--- src/rtl/vga_scan_render_module.sv ---
// VGA 640x480@60 scan generator with registered colour output for the
// snake pixel classifier; also produces the game-over blink signal.
module vga_scan_render_module #(
    parameter int H_ACTIVE     = 640,
    parameter int H_FP         = 16,
    parameter int H_SYNC       = 96,
    parameter int H_BP         = 48,
    parameter int V_ACTIVE     = 480,
    parameter int V_FP         = 10,
    parameter int V_SYNC       = 2,
    parameter int V_BP         = 33,
    parameter int FLASH_FRAMES = 15
) (
    input  logic       Clk_50mhz,
    input  logic       Rst,
    input  logic [1:0] Object,
    input  logic [5:0] Apple_x,
    input  logic [5:0] Apple_y,
    input  logic [2:0] Game_status,
    output logic [9:0] Pixel_x,
    output logic [9:0] Pixel_y,
    output logic       Hsync,
    output logic       Vsync,
    output logic [2:0] Rgb,
    output logic       Flash_sig,
    output logic       Frame_start
);

    localparam logic [9:0] H_LAST   = 10'(H_ACTIVE + H_FP + H_SYNC + H_BP - 1);
    localparam logic [9:0] V_LAST   = 10'(V_ACTIVE + V_FP + V_SYNC + V_BP - 1);
    localparam logic [9:0] HS_FIRST = 10'(H_ACTIVE + H_FP);
    localparam logic [9:0] HS_LAST  = 10'(H_ACTIVE + H_FP + H_SYNC - 1);
    localparam logic [9:0] VS_FIRST = 10'(V_ACTIVE + V_FP);
    localparam logic [9:0] VS_LAST  = 10'(V_ACTIVE + V_FP + V_SYNC - 1);
    localparam logic [9:0] H_VIS    = 10'(H_ACTIVE);
    localparam logic [9:0] V_VIS    = 10'(V_ACTIVE);

    localparam int             FW      = $clog2(FLASH_FRAMES + 1);
    localparam logic [FW-1:0]  FC_LAST = FW'(FLASH_FRAMES - 1);

    localparam logic [1:0] OBJ_NONE = 2'b00;
    localparam logic [1:0] OBJ_HEAD = 2'b01;
    localparam logic [1:0] OBJ_BODY = 2'b10;
    localparam logic [1:0] OBJ_WALL = 2'b11;
    localparam logic [2:0] ST_END   = 3'b100;

    logic          pix_en;
    logic [9:0]    h_cnt;
    logic [9:0]    v_cnt;
    logic [FW-1:0] frame_cnt;
    logic          h_last;
    logic          v_last;
    logic          frame_wrap;
    logic          game_end;
    logic          in_hsync;
    logic          in_vsync;
    logic          visible;
    logic          apple_hit;
    logic [2:0]    colour;

    assign Pixel_x    = h_cnt;
    assign Pixel_y    = v_cnt;
    assign h_last     = (h_cnt == H_LAST);
    assign v_last     = (v_cnt == V_LAST);
    assign frame_wrap = pix_en && h_last && v_last;
    assign game_end   = (Game_status == ST_END);
    assign in_hsync   = (h_cnt >= HS_FIRST) && (h_cnt <= HS_LAST);
    assign in_vsync   = (v_cnt >= VS_FIRST) && (v_cnt <= VS_LAST);
    assign visible    = (h_cnt < H_VIS) && (v_cnt < V_VIS);
    assign apple_hit  = (h_cnt[9:4] == Apple_x) && (v_cnt[9:4] == Apple_y);

    // Priority: blanking, wall, head, body, apple (snake hides the apple)
    always_comb begin
        colour = 3'b000;
        if (!visible) begin
            colour = 3'b000;
        end else if (Object == OBJ_WALL) begin
            colour = game_end ? 3'b100 : 3'b001;
        end else if (Object == OBJ_HEAD) begin
            colour = 3'b010;
        end else if (Object == OBJ_BODY) begin
            colour = 3'b011;
        end else if (Object == OBJ_NONE && apple_hit) begin
            colour = 3'b100;
        end
    end

    always_ff @(posedge Clk_50mhz or posedge Rst) begin
        if (Rst) begin
            pix_en <= 1'b0;
            h_cnt  <= '0;
            v_cnt  <= '0;
            Hsync  <= 1'b1;
            Vsync  <= 1'b1;
            Rgb    <= 3'b000;
        end else begin
            pix_en <= ~pix_en;
            if (pix_en) begin
                h_cnt <= h_last ? '0 : h_cnt + 10'd1;
                if (h_last) begin
                    v_cnt <= v_last ? '0 : v_cnt + 10'd1;
                end
                Hsync <= ~in_hsync;
                Vsync <= ~in_vsync;
                Rgb   <= colour;
            end
        end
    end

    // Blink only counts frames while the game is over
    always_ff @(posedge Clk_50mhz or posedge Rst) begin
        if (Rst) begin
            Frame_start <= 1'b0;
            Flash_sig   <= 1'b1;
            frame_cnt   <= '0;
        end else begin
            Frame_start <= frame_wrap;
            if (!game_end) begin
                frame_cnt <= '0;
                Flash_sig <= 1'b1;
            end else if (frame_wrap) begin
                if (frame_cnt == FC_LAST) begin
                    frame_cnt <= '0;
                    Flash_sig <= ~Flash_sig;
                end else begin
                    frame_cnt <= frame_cnt + 1'b1;
                end
            end
        end
    end

endmodule

--- config.mk ---
export PLATFORM = sky130hd
export DESIGN_NAME = vga_scan_render_module
export DESIGN_NICKNAME = d
export VERILOG_FILES = /design/src/rtl/vga_scan_render_module.sv
export SDC_FILE = /design/constraint.sdc
export NUM_CORES = 1
export LEC_CHECK = 0
export BUFFER_PORTS_ARGS = -buffer_cell sky130_fd_sc_hd__buf_2
export CORE_ASPECT_RATIO = 0.8
export CORE_MARGIN = 4
export CORE_UTILIZATION = 40
export DETAILED_ROUTE_END_ITERATION = 10
export PLACE_DENSITY = 0.69
export SLEW_MARGIN = 25
export SYNTH_ARGS = -nofsm -noshare
export SYNTH_HDL_FRONTEND = slang
export SYNTH_SLANG_ARGS = --single-unit
--- constraint.sdc ---
create_clock -name Clk_50mhz -period 3.2 [get_ports Clk_50mhz]
set_input_delay 0.64 -clock Clk_50mhz [delete_from_list [all_inputs] [get_ports Clk_50mhz]]
set_output_delay 0.64 -clock Clk_50mhz [all_outputs]
set_load 0.03 [all_outputs]
## Word-level counts from Yosys, hierarchy flattened

Index checks and enable logic that the tools add are counted.

| operators by class | value |
|---|---|
| equality and inequality tests | 11 |
| bitwise operators | 4 |
| magnitude comparators | 6 |
| $mul | 0 |
| shift-type cells | 0 |
| reduce and logical (&&, ||, !) cells | 10 |
| divide/modulo/power cells | 0 |
| $add $sub $neg | 3 |
| muxes and demuxes | 14 |

Operators with widths:

| cell | count |
|---|---|
| $add 10x1->10 const B | 2 |
| $eq 10x10->1 const B | 2 |
| $mux 10 | 2 |
| $mux 3 | 6 |
| $eq 6x6->1 | 2 |
| $mux 4 | 3 |
| $ge 10x10->1 const B | 1 |
| $ge 10x9->1 const B | 1 |
| $le 10x10->1 const B | 1 |
| $le 10x9->1 const B | 1 |
| $lt 10x10->1 const B | 1 |
| $lt 10x9->1 const B | 1 |
| $logic_and 1x1->1 | 7 |
| $add 4x1->4 const B | 1 |
| $eq 2x2->1 const B | 2 |
| $eq 4x4->1 const B | 1 |
| $not 1->1 | 4 |
| $reduce_and 2->1 | 2 |
| $eq 3x3->1 const B | 1 |
| $mux 1 | 3 |
| $eq 2x1->1 const B | 1 |
| $logic_not 2->1 | 1 |
| $ne 2x1->1 const B | 1 |
| $ne 2x2->1 const B | 1 |

| word-level totals | value |
|---|---|
| register bits after elaboration | 32 |
| output and inout bits | 27 |
| latch bits | 0 |
| memory bits (writable) | 0 |
| input bits | 19 |
| logic and storage cells | 57 |
| memories kept | 0 |
| memory bits (read-only) | 0 |

## Depth between registers and ports, before layout

| depth | value |
|---|---|
| word-level depth | 8 |
| gate-level depth with buffers | 7 |
| gate-level depth less buffers | 6 |

## Worst setup path before layout

No wires, ideal clock.

| path | value |
|---|---|
| kind | register to register |
| start | register h_cnt[0], in the netlist Pixel_x[0] |
| end | register frame_cnt[1] |
| period minus slack after synthesis | 2172 ps |
| setup slack | 1028 ps |
| stages on the path, launching flop included | 7 |
| required time | 3123 ps |
| arrival time | 2095 ps |
| library setup time | 77 ps |
| buffers on the path | 1 |
| path through | dfrtp_1 -> ha_1 -> nand4_4 -> or3_1 -> buf_2 -> or4_1 -> a21oi_1 |

| between the ends | value |
|---|---|
| word-level cells in the longest chain between the ends | 4 |

Ends and longest elaborated chain:

| item | RTL line | RTL |
|---|---|---|
| from (decl) | 48 | `logic [9:0] h_cnt;` |
| from (signal assigned) | 99 | `h_cnt <= h_last ? '0 : h_cnt + 10'd1;` |
| $eq 10x10->1 | 63 | `assign h_last = (h_cnt == H_LAST);` |
| $logic_and 1x1->1 (2 in a row) | 65 | `assign frame_wrap = pix_en && h_last && v_last;` |
| $ne 2x2->1 (no source line) | -- |  |
| to (signal assigned) | 126 | `frame_cnt <= frame_cnt + 1'b1;` |
| to (decl) | 50 | `logic [FW-1:0] frame_cnt;` |

Every way passes these cells.
A chain may end at the register's enable or synchronous reset.

## Final worst setup path

Same ends and word-level chain as after synthesis.

==> reports/qor.txt <==
worst setup path start: Pixel_x[0]
ANT nets after route: 0
wl on met1: 2240 um
Ys Warns: 0
PostCTS Resize Cnt: 0
final RePlAce weighted congestion: 0.791
share of power burned in registers: 0.484
Crit path required time: 3420 ps
FF-to-FF Start: Pixel_x[0]
Starting Density: 0.416
Post-Layout Cell Count: 302
highest metal used: met4
die height: 69.8 um
worst hold path type: input port to async pin
Seq/Total Area, Yosys: 0.421
Worst-Skew Late Latency: 290 ps
Worst setup SP type: register
via count: 1626
Worst path depth: 5
most frequent cells in the layout: 45 x buf_2, 29 x dfrtp_1, 22 x xnor2_1, 14 x nor2_1, 12 x ha_1
Tmin final: 2150 ps
Psw: 0.185 mW
PwrDens: 368 nW/um2
Clock power frac: 0.459
DRC violations left: 0
Die Area: 5950 um2
Max Clock Skew: 9.83 ps
Logic pwr share: 0.057
nets@finish: 272
Achievable Freq: 0.464 GHz
Final Max Slew Viols: 0
RSZ-0062 raised after global routing: no
H-tree Lvls: 2
Yosys top cell area share: 0.380
Worst Tran Pin Value: 658 ps
WS Path Type: register to register
share of layout cells above drive strength 1: 0.244
clock tree root buffer cell: clkbuf_8
Synth Cell Area: 1910 um2
crit-path max FO: 10
reg-to-reg slack, setup: 1050 ps
Worst-path clk slew: 70 ps
Crit path largest cell delay: 560 ps
die width: 85.3 um
syn nets: 226
CTS tree: yes
PortBufs: 45
met3 WL: 249 um
met2 wire length: 2150 um
Sum Neg Setup Slack: 0 ps
CTS Buffer Depth: 2
CP max stage cell: or3_1
final setup vio count: 0
vias in the first global route: 1626
R2R Path End: frame_cnt[1]
grt total ovfl: 0
Async S/R FF share, synth: 1.00
clk sinks: 32
critical path capture point: frame_cnt[1]
CTS Buf Count: 5
largest cells by area after synthesis: dfrtp_1 38%, xnor2_1 10%, ha_1 7.9%
Vias/cell: 5.38
synthesized area per cell: 9.80 um2
total track usage: 0.172
Core ar.: 4600 um2
hold_buf cts: 0
Mapped Cells: 195
largest net degree at the start of global routing: 18
diodes inserted: 0
worst-path cell chain: ha_1 -> nand4_4 -> or3_1 -> or4_1 -> a21oi_1
Leak Pwr: 1.04 nW
endpoints failing hold: 0
drt pass-1 iters: 4
post-synth cell types: 39
final core occ: 0.499
routed wire length: 4710 um
Overall Power: 0.843 mW
CP bufs+invs: 0
Post-CTS Setup Inserts: 0
num ports: 46
first-pass GRT wire length: 8290 um
Area growth, synth to finish: 20.0%
Final Cycle Share: 0.673
cell accounting for the most synthesized area: dfrtp_1
CP arrival: 2370 ps
DR WL/cell: 15.6 um
switch share: 0.220
Fillers: 425
initial antenna violation count: 0
P_int: 0.658 mW
R2R depth: 5
ys flop type: dfrtp_1
initial drt markers: 105
worst rel slew slack: 0.561
type of element capturing the critical path: register
VDD IR max: 0.000208 V
register bit count reported by yosys: 32
Crit path max-delay family: simple AND/OR/NAND/NOR gates
number of flops mapped to enable cells by yosys: 0
max-capacitance violation count: 0
DP Cell Count: 294
leading cell type in the layout, fill and taps excluded: buf_2
HPWL Detailed: 3540 um
status: finished clean
Rows: 22
==> kinds of logic (layout without fill, tap and decap cells) <==
family	after synthesis	after routing	share of synthesized area
XOR/XNOR	26	26	0.119
flip-flops	32	32	0.421
AND/OR/NAND/NOR	83	83	0.264
adder cells (fa/ha/maj)	12	12	0.0786
buffers and inverters	18	65	0.0413
multiplexers	1	1	0.00524
AO/OA/AOI/OAI	23	23	0.0707
==> Yosys cell counts (all sizes together) (2+ instances only) <==
master	number
nand4	10
and3	6
nor4	5
nand2	11
clkbuf	5
o31ai	2
dfstp	3
ha	12
or4	3
inv	10
nor3b	2
a21oi	5
nand3	11
nor4b	3
nor3	5
o21ai	11
buf	3
or3	2
dfrtp	29
nor2	14
xor2	4
xnor2	22
and2	2
and4	3
==> metrics by stage <==
| stage | setup slack [ps] | hold WS, ps | cell area (um2) |
|---|---|---|---|
| floorplan | 1030 | 530 | 1910 |
| global placement | 1110 | 473 | 2180 |
| detailed placement | 1050 | 474 | 2180 |
| CTS | 1040 | 444 | 2290 |
| global route | 796 | 490 | 2290 |
| finish | 1050 | 428 | 2290 |
==> flip-flops by register name, summed over array words and instances (netlist names) <==
name	count
pix_en	1
Frame_start	1
Pixel_x	10
Rgb	3
Vsync	1
Flash_sig	1
Pixel_y	10
frame_cnt	4
Hsync	1
==> power groups by stage <==
| stage | clock, mW | combinational [mW] | sequential [mW] |
|---|---|---|---|
| after detailed placement | 0 | 0.0486 | 0.416 |
| final | 0.387 | 0.0477 | 0.408 |
| after CTS | 0.393 | 0.0490 | 0.408 |
| after floorplan | 0 | 0.0205 | 0.421 |
| after global routing | 0.414 | 0.0540 | 0.409 |
| after global placement | 0 | 0.0469 | 0.416 |
==> area by class of cell <==
class / count / area (um2) / share of cell area
clock buffers: 6 / 72.6 / 0.0317
well taps: 60 / 75.1 / 0.0328
flip-flops and latches: 32 / 805 / 0.351
clock inverters: 2 / 35.0 / 0.0153
multi-input cells: 145 / 1030 / 0.448
repair buffers: 47 / 240 / 0.105
inverters: 10 / 37.5 / 0.0164
==> routing by layer <==
metal  up-vias  global-route usage
li1        784                   -
met3        10              0.0499
met5         -                   0
met1       790               0.249
met2        42               0.252
met4         0              0.0404
==> worst min path at each step <==
stage,start,to,depth (start not counted)
global placement,Rgb[0],Rgb[0],1
CTS,Rst,frame_cnt[1],2
floorplan,frame_cnt[3],frame_cnt[3],2
detailed placement,Rgb[0],Rgb[0],1
finish,Rst,Rgb[1],2
global route,Rst,Rgb[1],2
Power figures use the tool's default switching activity.
